**src/rtl/ps2_key_tracker.sv**
```systemverilog
// PS/2 scan-byte decoder: tracks held game keys and queues press/release events in a FWFT FIFO.
// Optional macro PS2_ARROW_ALIAS_EN maps extended arrow keys onto the W/A/S/D bits.
module ps2_key_tracker #(
    parameter int FIFO_DEPTH     = 8,
    parameter int TIMEOUT_CYCLES = 100000
) (
    input  logic                          clk,
    input  logic                          reset,
    input  logic [7:0]                    scan_code,
    input  logic                          scan_ready,
    output logic [5:0]                    key_status,
    output logic                          evt_valid,
    output logic [3:0]                    evt_data,
    input  logic                          evt_ready,
    output logic [$clog2(FIFO_DEPTH):0]   evt_count,
    output logic                          overflow,
    input  logic                          clear_overflow
);

    localparam int PTR_W = $clog2(FIFO_DEPTH);
    localparam int CNT_W = PTR_W + 1;
    localparam int TMO_W = $clog2(TIMEOUT_CYCLES);
    localparam logic [TMO_W-1:0] TMO_LAST = TMO_W'(TIMEOUT_CYCLES - 1);
    localparam logic [CNT_W-1:0] CNT_FULL = CNT_W'(FIFO_DEPTH);

    typedef enum logic [1:0] {IDLE, BREAK, EXT, EXT_BREAK} state_t;

    // Returns {hit, key_index}
    function automatic logic [3:0] map_make(input logic [7:0] c);
        case (c)
            8'h1D:   map_make = 4'b1_000;
            8'h1C:   map_make = 4'b1_001;
            8'h1B:   map_make = 4'b1_010;
            8'h23:   map_make = 4'b1_011;
            8'h29:   map_make = 4'b1_100;
            8'h2D:   map_make = 4'b1_101;
            default: map_make = 4'b0_000;
        endcase
    endfunction

    logic [3:0] make_hit;
    logic [3:0] ext_hit;

    assign make_hit = map_make(scan_code);

`ifdef PS2_ARROW_ALIAS_EN
    function automatic logic [3:0] map_ext(input logic [7:0] c);
        case (c)
            8'h75:   map_ext = 4'b1_000;
            8'h6B:   map_ext = 4'b1_001;
            8'h72:   map_ext = 4'b1_010;
            8'h74:   map_ext = 4'b1_011;
            default: map_ext = 4'b0_000;
        endcase
    endfunction
    assign ext_hit = map_ext(scan_code);
`else
    assign ext_hit = 4'b0_000;
`endif

    state_t           state_q, state_d;
    logic [5:0]       key_q, key_d;
    logic [TMO_W-1:0] tmo_q, tmo_d;
    logic [3:0]       mem_q [FIFO_DEPTH];
    logic [3:0]       mem_d [FIFO_DEPTH];
    logic [PTR_W-1:0] wr_q, wr_d, rd_q, rd_d;
    logic [CNT_W-1:0] cnt_q, cnt_d;
    logic             ovf_q, ovf_d;

    logic       set_req, clr_req;
    logic [2:0] req_idx;
    logic       push;
    logic [3:0] push_data;
    logic       pop, full, do_push, drop;

    always_comb begin
        state_d   = state_q;
        key_d     = key_q;
        tmo_d     = tmo_q;
        set_req   = 1'b0;
        clr_req   = 1'b0;
        req_idx   = 3'd0;
        push      = 1'b0;
        push_data = 4'b0;
        if (state_q == IDLE) begin
            tmo_d = '0;
            if (scan_ready) begin
                case (scan_code)
                    8'hF0:   state_d = BREAK;
                    8'hE0:   state_d = EXT;
                    8'hAA:   key_d   = '0;
                    default: begin
                        set_req = make_hit[3];
                        req_idx = make_hit[2:0];
                    end
                endcase
            end
        end else if (scan_ready) begin
            tmo_d = '0;
            case (state_q)
                BREAK: begin
                    case (scan_code)
                        8'hF0:   state_d = BREAK;
                        8'hE0:   state_d = EXT;
                        default: begin
                            clr_req = make_hit[3];
                            req_idx = make_hit[2:0];
                            state_d = IDLE;
                        end
                    endcase
                end
                EXT: begin
                    case (scan_code)
                        8'hF0:   state_d = EXT_BREAK;
                        8'hE0:   state_d = EXT;
                        default: begin
                            set_req = ext_hit[3];
                            req_idx = ext_hit[2:0];
                            state_d = IDLE;
                        end
                    endcase
                end
                default: begin
                    case (scan_code)
                        8'hF0:   state_d = EXT_BREAK;
                        8'hE0:   state_d = EXT;
                        default: begin
                            clr_req = ext_hit[3];
                            req_idx = ext_hit[2:0];
                            state_d = IDLE;
                        end
                    endcase
                end
            endcase
        end else if (tmo_q == TMO_LAST) begin
            state_d = IDLE;
            tmo_d   = '0;
        end else begin
            tmo_d = tmo_q + TMO_W'(1);
        end

        // Events only on real bit transitions, so typematic repeats stay silent
        if (set_req && !key_q[req_idx]) begin
            key_d[req_idx] = 1'b1;
            push           = 1'b1;
            push_data      = {1'b1, req_idx};
        end
        if (clr_req && key_q[req_idx]) begin
            key_d[req_idx] = 1'b0;
            push           = 1'b1;
            push_data      = {1'b0, req_idx};
        end
    end

    assign pop     = evt_valid & evt_ready;
    assign full    = (cnt_q == CNT_FULL);
    assign do_push = push & (~full | pop);
    assign drop    = push & full & ~pop;

    always_comb begin
        mem_d = mem_q;
        wr_d  = wr_q;
        rd_d  = rd_q;
        cnt_d = cnt_q;
        ovf_d = ovf_q;
        if (do_push) begin
            mem_d[wr_q] = push_data;
            wr_d        = wr_q + PTR_W'(1);
        end
        if (pop) begin
            rd_d = rd_q + PTR_W'(1);
        end
        if (do_push && !pop) begin
            cnt_d = cnt_q + CNT_W'(1);
        end else if (pop && !do_push) begin
            cnt_d = cnt_q - CNT_W'(1);
        end
        if (drop) begin
            ovf_d = 1'b1;
        end else if (clear_overflow) begin
            ovf_d = 1'b0;
        end
    end

    always_ff @(posedge clk or posedge reset) begin
        if (reset) begin
            state_q <= IDLE;
            key_q   <= '0;
            tmo_q   <= '0;
            wr_q    <= '0;
            rd_q    <= '0;
            cnt_q   <= '0;
            ovf_q   <= 1'b0;
            for (int i = 0; i < FIFO_DEPTH; i++) begin
                mem_q[i] <= '0;
            end
        end else begin
            state_q <= state_d;
            key_q   <= key_d;
            tmo_q   <= tmo_d;
            wr_q    <= wr_d;
            rd_q    <= rd_d;
            cnt_q   <= cnt_d;
            ovf_q   <= ovf_d;
            mem_q   <= mem_d;
        end
    end

    assign key_status = key_q;
    assign evt_valid  = (cnt_q != '0);
    assign evt_data   = evt_valid ? mem_q[rd_q] : 4'b0;
    assign evt_count  = cnt_q;
    assign overflow   = ovf_q;

endmodule

```
**config.mk**
```make
export PLATFORM = sky130hd
export DESIGN_NAME = ps2_key_tracker
export DESIGN_NICKNAME = d
export VERILOG_FILES = /design/src/rtl/ps2_key_tracker.sv
export SDC_FILE = /design/constraint.sdc
export NUM_CORES = 1
export LEC_CHECK = 0
export ABC_AREA = 1
export CORE_ASPECT_RATIO = 1.75
export CORE_MARGIN = 3
export CORE_UTILIZATION = 64
export DETAILED_ROUTE_END_ITERATION = 8
export DONT_BUFFER_PORTS = 1
export PLACE_DENSITY = 0.91
export SLEW_MARGIN = 20
export SYNTH_ARGS = -nofsm -noshare
export SYNTH_HDL_FRONTEND = slang
export SYNTH_SLANG_ARGS = --single-unit
```
**constraint.sdc**
```tcl
create_clock -name clk -period 3.6 [get_ports clk]
set_clock_uncertainty 0.05 [all_clocks]
set_input_delay 0.72 -clock clk [delete_from_list [all_inputs] [get_ports clk]]
set_output_delay 0.72 -clock clk [all_outputs]
set_load 0.01 [all_outputs]
```
### Word level (Yosys, flattened, before mapping)

Index checks and enable logic that the tools add are counted.

| word-level totals | value |
|---|---|
| register bits after elaboration | 68 |
| input bits | 13 |
| output and inout port bits | 16 |
| word-level logic and storage cells | 117 |

| cells by class | value |
|---|---|
| add/sub/neg operators | 5 |
| magnitude comparators | 5 |
| equality and inequality tests | 14 |
| muxes and demuxes | 49 |
| bitwise logic cells | 12 |
| reductions and logical operators | 17 |

Operators by type and width:

| cell | count |
|---|---|
| $mux 17 | 3 |
| $bwmux 32 | 1 |
| $mux 4 | 8 |
| $mux 6 | 5 |
| $eq 8x5->1 const B | 3 |
| $eq 8x6->1 const B | 3 |
| $eq 8x8->1 const B | 3 |
| $pmux 4 s6 | 1 |
| $mux 3 | 6 |
| $add 17x1->17 const B | 1 |
| $eq 17x17->1 const B | 1 |
| $mux 1 | 13 |
| $bmux 4 s3 | 1 |
| $demux 4 s3 | 1 |
| $pmux 2 s2 | 3 |
| $mux 2 | 5 |
| $ge 4x4->1 const B | 2 |
| $not 3->4 | 2 |
| $add 3x1->3 const B | 2 |
| $and 6x6->6 | 1 |
| $logic_and 1x1->1 | 6 |
| $not 6->6 | 1 |
| $or 6x6->6 | 1 |
| $reduce_bool 2->1 | 3 |
| 20 further kinds | 26 |

### Logic depth before layout (Yosys ltp)

Gate-level depths: netlist of the first run.

| logic depth | value |
|---|---|
| depth after elaboration | 17 |
| mapped depth | 24 |
| gate-level depth less buffers | 24 |

### Worst setup path after synthesis of the first run

No wires, ideal clock.

| timing | value |
|---|---|
| kind | in2reg |
| start point | input port scan_code[1] |
| end point | register cnt_q[3], in the netlist evt_count[3] |
| setup time | 122 ps |
| data arrival time | 3,130 ps |
| data required time | 3,428 ps |
| path slack | 298 ps |
| stages | 23 |
| path through | inv_1 -> nand2_2 -> nor2_2 -> nand2_1 -> nand2_1 -> a21oi_4 -> nand2_1 -> nor2_1 -> nand2_1 -> nand2_2 -> nor2_8 -> nand3_4 -> nand2_8 -> nand2_1 -> inv_1 -> ha_1 -> xor2_1 -> inv_1 -> a32oi_1 -> nor2_1 -> nor2_1 -> nand2_1 -> xor2_1 |

| between the ends | value |
|---|---|
| cells in the longest elaborated chain, start to end | 16 |
| elaborated cells between the ends (all ways) | 38 |
| classes of those cells | eq/ne: 9; mux: 19; bitwise: 1; reduce/logical: 9 |

RTL lines:

| element | RTL line | text |
|---|---|---|
| start: declaration | 9 | `input logic [7:0] scan_code,` |
| $eq 8x6->1, or another cell as far along | 30 | `case (c)` |
| $pmux 4 s6 / $reduce_or 2->1 (equally long branches) | - |  |
| $mux 3 | 102 | `case (scan_code)` |
| $mux 3 | - |  |
| $mux 3 | 98 | `end else if (scan_ready) begin` |
| $mux 3 | 85 | `if (state_q == IDLE) begin` |
| $bmux 1 s3 | 143, 148 |  |
| $mux 1 (implied by the code) | 143, 148 |  |
| $logic_not 1->1 | 143 | `if (set_req && !key_q[req_idx]) begin` |
| $logic_and 1x1->1 | 143 |  |
| $mux 1 | 143 |  |
| $mux 1 * | 148 | `if (clr_req && key_q[req_idx]) begin` |
| $and 1x1->1 * | 157 | `assign do_push = push & (~full \| pop);` |
| via do_push | 74 | `logic pop, full, do_push, drop;` |
| $logic_not 1->1 | 175 | `end else if (pop && !do_push) begin` |
| $logic_and 1x1->1 | 175 |  |
| $reduce_bool 2->1 (no source line) | - |  |
| end signal: assignment | 203 | `cnt_q <= cnt_d;` |
| end: declaration | 67 | `logic [CNT_W-1:0] cnt_q, cnt_d;` |

Mark *: on every way through the listed nets, which the timed path passes. The rest lies on a longest branch. The select of a mux whose other input is x is not followed.
A chain may end at the register's enable or synchronous reset.

### Worst setup path after layout of the first run

| timing | value |
|---|---|
| start point | register state_q[1] |
| end point | register cnt_q[3], in the netlist evt_count[3] |

| between the ends | value |
|---|---|
| cells in the longest elaborated chain, start to end | 14 |
| elaborated cells between the ends (all ways) | 22 |
| classes of those cells | eq/ne: 1; mux: 12; bitwise: 1; reduce/logical: 8 |

RTL lines:

| element | RTL line | text |
|---|---|---|
| start: declaration | 61 | `state_t state_q, state_d;` |
| start signal: assignment | 198 | `state_q <= state_d;` |
| $eq 2x1->1 | 100 | `case (state_q)` |
| $mux 3 | - |  |
| $mux 3 | 98 |  |
| $mux 3 | 85 |  |
| $bmux 1 s3 | 143, 148 |  |
| $mux 1 (implied by the code) | 143, 148 |  |
| $logic_not 1->1 | 143 |  |
| $logic_and 1x1->1 | 143 |  |
| $mux 1 | 143 |  |
| $mux 1 * | 148 |  |
| $and 1x1->1 * | 157 |  |
| via do_push | 74 |  |
| $logic_not 1->1 | 175 |  |
| $logic_and 1x1->1 | 175 |  |
| $reduce_bool 2->1 (no source line) | - |  |

Marks and branches as above.

==> flow_summary_export.csv, run 1 <==
group,metric,value,unit
outcome,status,"completed",
timing,slew_headroom,60.73,%
cells_and_area,final_nets,542,
timing,fin_crit,3.229,ns
synth,synth.distinct_cells,36,
routing,wire_per_inst,15.08,µm
global_routing,met2_usage,53.11,%
global_routing,grtUsageTotal,29.03,%
floorplan,io_pins,29,
global_routing,antenna_found_initial,0,
clock_tree,ctsLongestPathBuffers,2,
timing,finalHoldViolCount,0,
critical_path,crit_type,"reg2reg",
clock_tree,cts_tree,"done",
cells_and_area,multi_input_area,1942,µm²
cells_and_area,final_layout_size_suffix_gt1_share,9.280,%
critical_path,crit_buf_inv,3,
critical_path,cp_data_required_time,3.79,ns
synth,syn-instance-count,518,
clock_tree,cts.sinks,68,
clock_tree,cts_root_buf,"clkbuf_8",
synth,syn_area,3910,µm²
timing,setup-tns-final,0,ns
floorplan,die_width,65.09,µm
global_routing,grt_util_met3,5.930,%
pwr,ir_drop,0.3549,mV
routing,vias,3621,
clock_tree,hold_buffers,0,
timing,period_share,89.71,%
critical_path,crit_fanout,5,
critical_path,crit_top_cell,"nand2_1",
pwr,power_density,498.9,nW/µm²
cells_and_area,diodes,0,
pwr,power,2.073,mW
clock_tree,clk_pin_slew,0.07,ns
routing,drtPass1Iterations,7,
place,hpwlAfterDp,6650,µm
clock_tree,clock_latency,0.35,ns
cells_and_area,regArea,1702,µm²
synth,synth-seq-area-share,43.52,%
place,place_congestion,0.9052,
synth,ys_ff_latch,68,
cells_and_area,nFillCells,483,
timing,tightestPinTransition,0.5891,ns
global_routing,grt_max_degree,45,
global_routing,grt_pass1_vias,3622,
critical_path,cp-end-kind,"register",
timing,fmax,0.3097,GHz
global_routing,grt-ovfl-total,0,
clock_tree,cts_max_level,3,
routing,viasPerCell,5.975,
floorplan,die_h,109.4,µm
routing,remaining_drc_errors,0,
place,io_buffers,0,
timing,whs,0.2626,ns
critical_path,crit_chain,"inv_1, nand2_1, nor2_2, nand2_1, a21oi_4, nand2_1, nor2_1, nand2_1, nand2_2, nor2_8, nand2_2, nand2_4, nand2_8, nand2_1, inv_1, ha_2, xor2_1, inv_1, a32oi_1, nor2_1, nor2_1, nand2_1, xor2_1",
critical_path,path_delay_family,"simple AND/OR/NAND/NOR gates",
routing,wirelength,9136,µm
routing,drt-initial-drc-count,248,
pwr,p_leak,1.977,nW
critical_path,critPathArrivalTime,3.41,ns
synth,synth.avg_cell_area,7.548,µm²
global_routing,grt_pass1_wl,16080,µm
global_routing,gr-usage-met1,30.72,%
hold_path,hold_class,"in2async",
flow_run,cap_violations,0,
floorplan,start_util,66.50,%
critical_path,cpPeakStageDelay,0.41,ns
cells_and_area,syn2layout_area_growth,6.272,%
global_routing,grt_busiest_layer,"met2",
timing,slew_violations,0,
floorplan,num_rows,37,
routing,ant_nets,0,
clock_tree,cts_made_buffers,9,
floorplan,coreArea,5879,µm²
timing,setup_violations,0,
critical_path,crit_slowest_cell,"dfrtp_1",
critical_path,reg2reg_slack,0.37,ns
synth,yosysWarnings,0,
timing,rsz0062_at_grt,"false",
synth,syn_nets,537,
critical_path,start_kind,"register",
floorplan,dieArea,7120,µm²
## flip-flops by register name (all words and copies together), names as in the netlist
signal      cells
mem_q          32
tmo_q          17
key_status      6
evt_count       4
rd_q            3
wr_q            3
state_q         2
overflow        1
## layout by cell type (no fill, tap or decap), drive strengths merged
cell and count:
ha 6, a21oi 19, nand2 146, nor4 2
o211a 1, nor2 80, dfrtp 68, a31oi 6
a32oi 1, inv 48, nand4 43, clkinv 3
xor2 6, o22ai 6, nor3 10, xnor2 3
o211ai 1, nand3 24, buf 9, clkbuf 14
a211oi 1, nand3b 1, o21a 2, o21ai 28
## cells in the mapped netlist
cell type / number / share of area [%]
a32oi_1: 1 / 0.22
nand3_4: 1 / 0.45
a21oi_1: 17 / 2.2
nand3_2: 2 / 0.51
nor2_2: 3 / 0.48
o22ai_1: 6 / 0.96
clkinv_1: 1 / 0.096
xnor2_1: 3 / 0.67
o21ai_0: 27 / 3.5
nand2_2: 8 / 1.3
nand2_1: 136 / 13
o21a_1: 2 / 0.38
nand2_4: 1 / 0.29
nand3b_1: 1 / 0.19
nor2_1: 76 / 7.3
nor2_8: 1 / 0.51
buf_2: 1 / 0.13
a31oi_1: 6 / 0.96
nor3_1: 10 / 1.3
nand2_8: 1 / 0.51
a21oi_4: 2 / 0.83
o21ai_2: 1 / 0.22
dfrtp_1: 68 / 44
buf_6: 3 / 0.86
nand3_1: 21 / 2.7
inv_2: 5 / 0.48
clkbuf_1: 9 / 0.86
nor4_1: 2 / 0.32
ha_1: 6 / 1.9
a211oi_1: 1 / 0.19
o211ai_1: 1 / 0.19
xor2_1: 6 / 1.3
o211a_1: 1 / 0.26
inv_1: 43 / 4.1
buf_4: 2 / 0.38
nand4_1: 43 / 6.9
## layout make-up
class	instances	area share, %
Tap cell	78	2.349
Multi-Input combinational cell	386	46.73
Timing Repair Buffer	9	1.626
Clock buffer	14	3.674
Sequential cell	68	40.95
Inverter	49	4.426
Clock inverter	2	0.2409
## timing repair
| action | 4_1_cts | 5_1_grt |
|---|---|---|
| endpoints found under the setup margin | 0 | 1 |
| setup buffers | 0 | 0 |
| gates resized for setup | 0 | 2 |
| hold endpoints to repair | 0 | 0 |
## path summary, 6_finish.rpt
kind	startpoint	to	depth (start not counted)
min in group clk	clear_overflow	overflow	1
max reg2reg	state_q[1]	evt_count[3]	23
min	reset	mem_q[18]	1
max in group asynchronous	reset	evt_count[0]	2
max	state_q[1]	evt_count[3]	23
min reg2reg	mem_q[26]	mem_q[26]	2
## per-layer routing
metal  wire, µm  vias up
met1       3385     1706
met3        497       38
li1           -     1736
met5          0        -
met2       4890      141
met4        363        0
## power breakdown
| group | switching [mW] | internal (mW) |
|---|---|---|
| registers | 0.112 | 0.818 |
| clock network | 0.265 | 0.267 |
| logic | 0.417 | 0.194 |
| total | 0.794 | 1.28 |
## cell families (layout without fill, tap and decap cells)
kind of cell,Yosys count,in the layout,share of synthesized area (%)
AO/OA/AOI/OAI,65,65,9.856
XOR/XNOR,9,9,2.016
adder cells (fa/ha/maj),6,6,1.920
buffers and inverters,64,74,6.943
flip-flops,68,68,43.52
AND/OR/NAND/NOR,306,306,35.74
## metrics by stage
stage / utilization, % / area (µm²) / cells / setup WS, ns
floorplan: - / 3910 / 518 / 0.2979
global placement: 67.82 / 3988 / 590 / 0.2100
detailed placement: 67.82 / 3988 / 590 / 0.02005
CTS: 70.59 / 4150 / 606 / 0.3421
global route: 70.67 / 4155 / 606 / 0.04570
finish: 70.67 / 4155 / 606 / 0.3706
(Power assumes the default switching activity.)
==> run 2: changes to the inputs <==
--- a/config.mk
+++ b/config.mk
@@ -7,10 +7,11 @@
 export LEC_CHECK = 0
 export ABC_AREA = 1
 export CORE_ASPECT_RATIO = 1.75
-export CORE_MARGIN = 3
+export CORE_MARGIN = 1.5
 export CORE_UTILIZATION = 64
 export DETAILED_ROUTE_END_ITERATION = 8
 export DONT_BUFFER_PORTS = 1
+export GPL_ROUTABILITY_DRIVEN = 0
 export PLACE_DENSITY = 0.91
 export SLEW_MARGIN = 20
 export SYNTH_ARGS = -nofsm -noshare
==> run 2 against run 1 <==
Compared with the run above: routed wire length shrank 2.1%; global-route usage is 0.83 points higher; worst setup slack worse by 0.094 ns; via count decreased by 1.8%; core utilization up 0.55 points; combinational power grew 2%; flip-flop and latch count is the same; highest routed layer unchanged.
==> flow_summary_export.csv, run 2 (same netlist as run 1, synthesis figures left out) <==
group,metric,value,unit
critical_path,cp-end-kind,"register",
critical_path,cp_data_required_time,3.79,ns
hold_path,hold_class,"in2async",
cells_and_area,regMostFlops,"mem_q",
floorplan,num_rows,37,
global_routing,grt-ovfl-total,0,
cells_and_area,diodes,0,
floorplan,die_h,106.4,µm
cells_and_area,final_nets,542,
pwr,power_density,509.2,nW/µm²
cells_and_area,largest_reg_flops,32,
pwr,p_int,1.316,mW
cells_and_area,nFillCells,477,
global_routing,grt_max_degree,45,
clock_tree,cts_tree,"done",
routing,drtPass1Iterations,4,
clock_tree,clock_latency,0.35,ns
timing,period_share,92.32,%
global_routing,grt_util_met3,6.083,%
timing,layout_setup_ws,0.2764,ns
routing,drt-initial-drc-count,201,
global_routing,met2_usage,50.52,%
pwr,switchingPower,0.8168,mW
cells_and_area,multi_input_area,1949,µm²
floorplan,die_width,62.09,µm
clock_tree,cts_root_buf,"clkbuf_8",
global_routing,grt_busiest_layer,"met2",
cells_and_area,fin_util,71.23,%
timing,setup_violations,0,
clock_tree,cts_made_buffers,9,
clock_tree,cts_max_level,3,
timing,finalHoldViolCount,0,
pwr,pwr-share-comb,29.3,%
cells_and_area,syn2layout_area_growth,7.104,%
routing,wirelength,8940,µm
place,hpwlAfterDp,6751,µm
global_routing,grt_pass1_wl,14810,µm
global_routing,grt_pass1_vias,3496,
pwr,seq_power_share,43.4,%
global_routing,antenna_found_initial,0,
timing,fmax,0.3009,GHz
routing,viasPerCell,5.868,
timing,fin_crit,3.324,ns
global_routing,grtUsageTotal,29.86,%
critical_path,start_kind,"register",
pwr,p_leak,1.991,nW
cells_and_area,final_common_cell,"nand2_1",
floorplan,coreArea,5879,µm²
clock_tree,cts.sinks,68,
global_routing,gr-usage-met1,32.85,%
pwr,p_clk_share,27.3,%
routing,wire_per_inst,14.75,µm
routing,ant_nets,0,
routing,vias,3556,
place,io_buffers,0,
critical_path,crit_type,"reg2reg",
pwr,power,2.133,mW
critical_path,critPathArrivalTime,3.52,ns
cells_and_area,regArea,1702,µm²
pwr,ir_drop,0.3509,mV
cells_and_area,final_cell_mix,"nand2_1, nor2_1, dfrtp_1",
place,dp.cells,590,
timing,slew_headroom,42.34,%
flow_run,cap_violations,0,
timing,rsz0062_at_grt,"false",
timing,tightestPinTransition,0.8636,ns
cells_and_area,fin_cells,606,
floorplan,io_pins,29,
floorplan,dieArea,6606,µm²
critical_path,r2r_cells,23,
floorplan,start_util,66.50,%
pwr,switching_share,38.30,%
cells_and_area,final_layout_size_suffix_gt1_share,10.23,%
place,pre_cts_slack,-0.06111,ns
critical_path,crit_fanout,5,
critical_path,reg2reg_slack,0.28,ns
outcome,status,"completed",
routing,remaining_drc_errors,0,
timing,slew_violations,0,
clock_tree,ctsLongestPathBuffers,2,
clock_tree,clk_pin_slew,0.08,ns
-- run 2: cell count changes in the layout (fill, tap and decap cells not counted) --
cell,before,now
xor2_2,0,1
clkbuf_8,10,12
xor2_1,6,5
clkbuf_1,4,0
clkinv_2,2,3
clkinvlp_4,0,1
-- run 2: layer usage --
layer | vias up | wire, µm
li1 | 1735 | -
met1 | 1658 | 3352
met2 | 129 | 4788
met3 | 34 | 405
met4 | 0 | 394
met5 | - | 0
-- run 2: per-stage QoR --
step / setup TNS (ns) / cell area, µm² / hold WS [ns]
after detailed placement: -0.06111 / 3988 / 0.4050
after global placement: 0 / 3988 / 0.3988
final: 0 / 4188 / 0.3771
after global routing: 0 / 4188 / 0.4195
after floorplan: 0 / 3910 / 0.3866
after CTS: 0 / 4175 / 0.3925
-- run 2: repair_timing --
item,4_1_cts,5_1_grt
resized for setup,0,3
hold buffers,0,0
endpoints found under the setup margin,0,1
buffers inserted,0,0
-- run 2: worst max-delay path, stage by stage, from the launching register on --
cell and delay [ns]:
dfrtp_1 0.42, inv_1 0.07, nand2_1 0.11, nor2_2 0.12, nand2_1 0.10, a21oi_4 0.19, nand2_1 0.14, nor2_1 0.15
nand2_1 0.08, nand2_2 0.11, nor2_8 0.06, nand2_2 0.10, nand2_4 0.07, nand2_8 0.07, nand2_1 0.11, inv_1 0.12
ha_2 0.26, xor2_2 0.18, inv_1 0.07, a32oi_1 0.25, nor2_1 0.08, nor2_1 0.10, nand2_1 0.07, xor2_1 0.14
-- run 2: path summary, 6_finish.rpt --
check / startpoint / to
worst max register to register: state_q[1] / evt_count[3]
max in group asynchronous: reset / mem_q[11]
min in group clk: mem_q[16] / mem_q[16]
worst min-delay path: reset / mem_q[19]
worst max-delay path: state_q[1] / evt_count[3]
worst min register to register: mem_q[16] / mem_q[16]
-- run 2: power by group through the flow --
| stage | combinational [mW] | sequential [mW] | clock, mW |
|---|---|---|---|
| 6_report | 0.625 | 0.925 | 0.583 |
| 5_1_grt | 0.697 | 0.941 | 0.627 |
| 4_1_cts | 0.615 | 0.923 | 0.594 |
| 3_5_place_dp | 0.613 | 0.938 | 0 |
| 3_3_place_gp | 0.588 | 0.934 | 0 |
| 2_1_floorplan | 0.512 | 0.887 | 0 |
-- run 2: final cells by class --
cell class	count	share of cell area (%)
clock buffers	12	3.944
clock inverters	4	0.5378
inverters	49	4.392
multi-input cells	386	46.55
flip-flops and latches	68	40.63
well taps	78	2.330
repair buffers	9	1.613
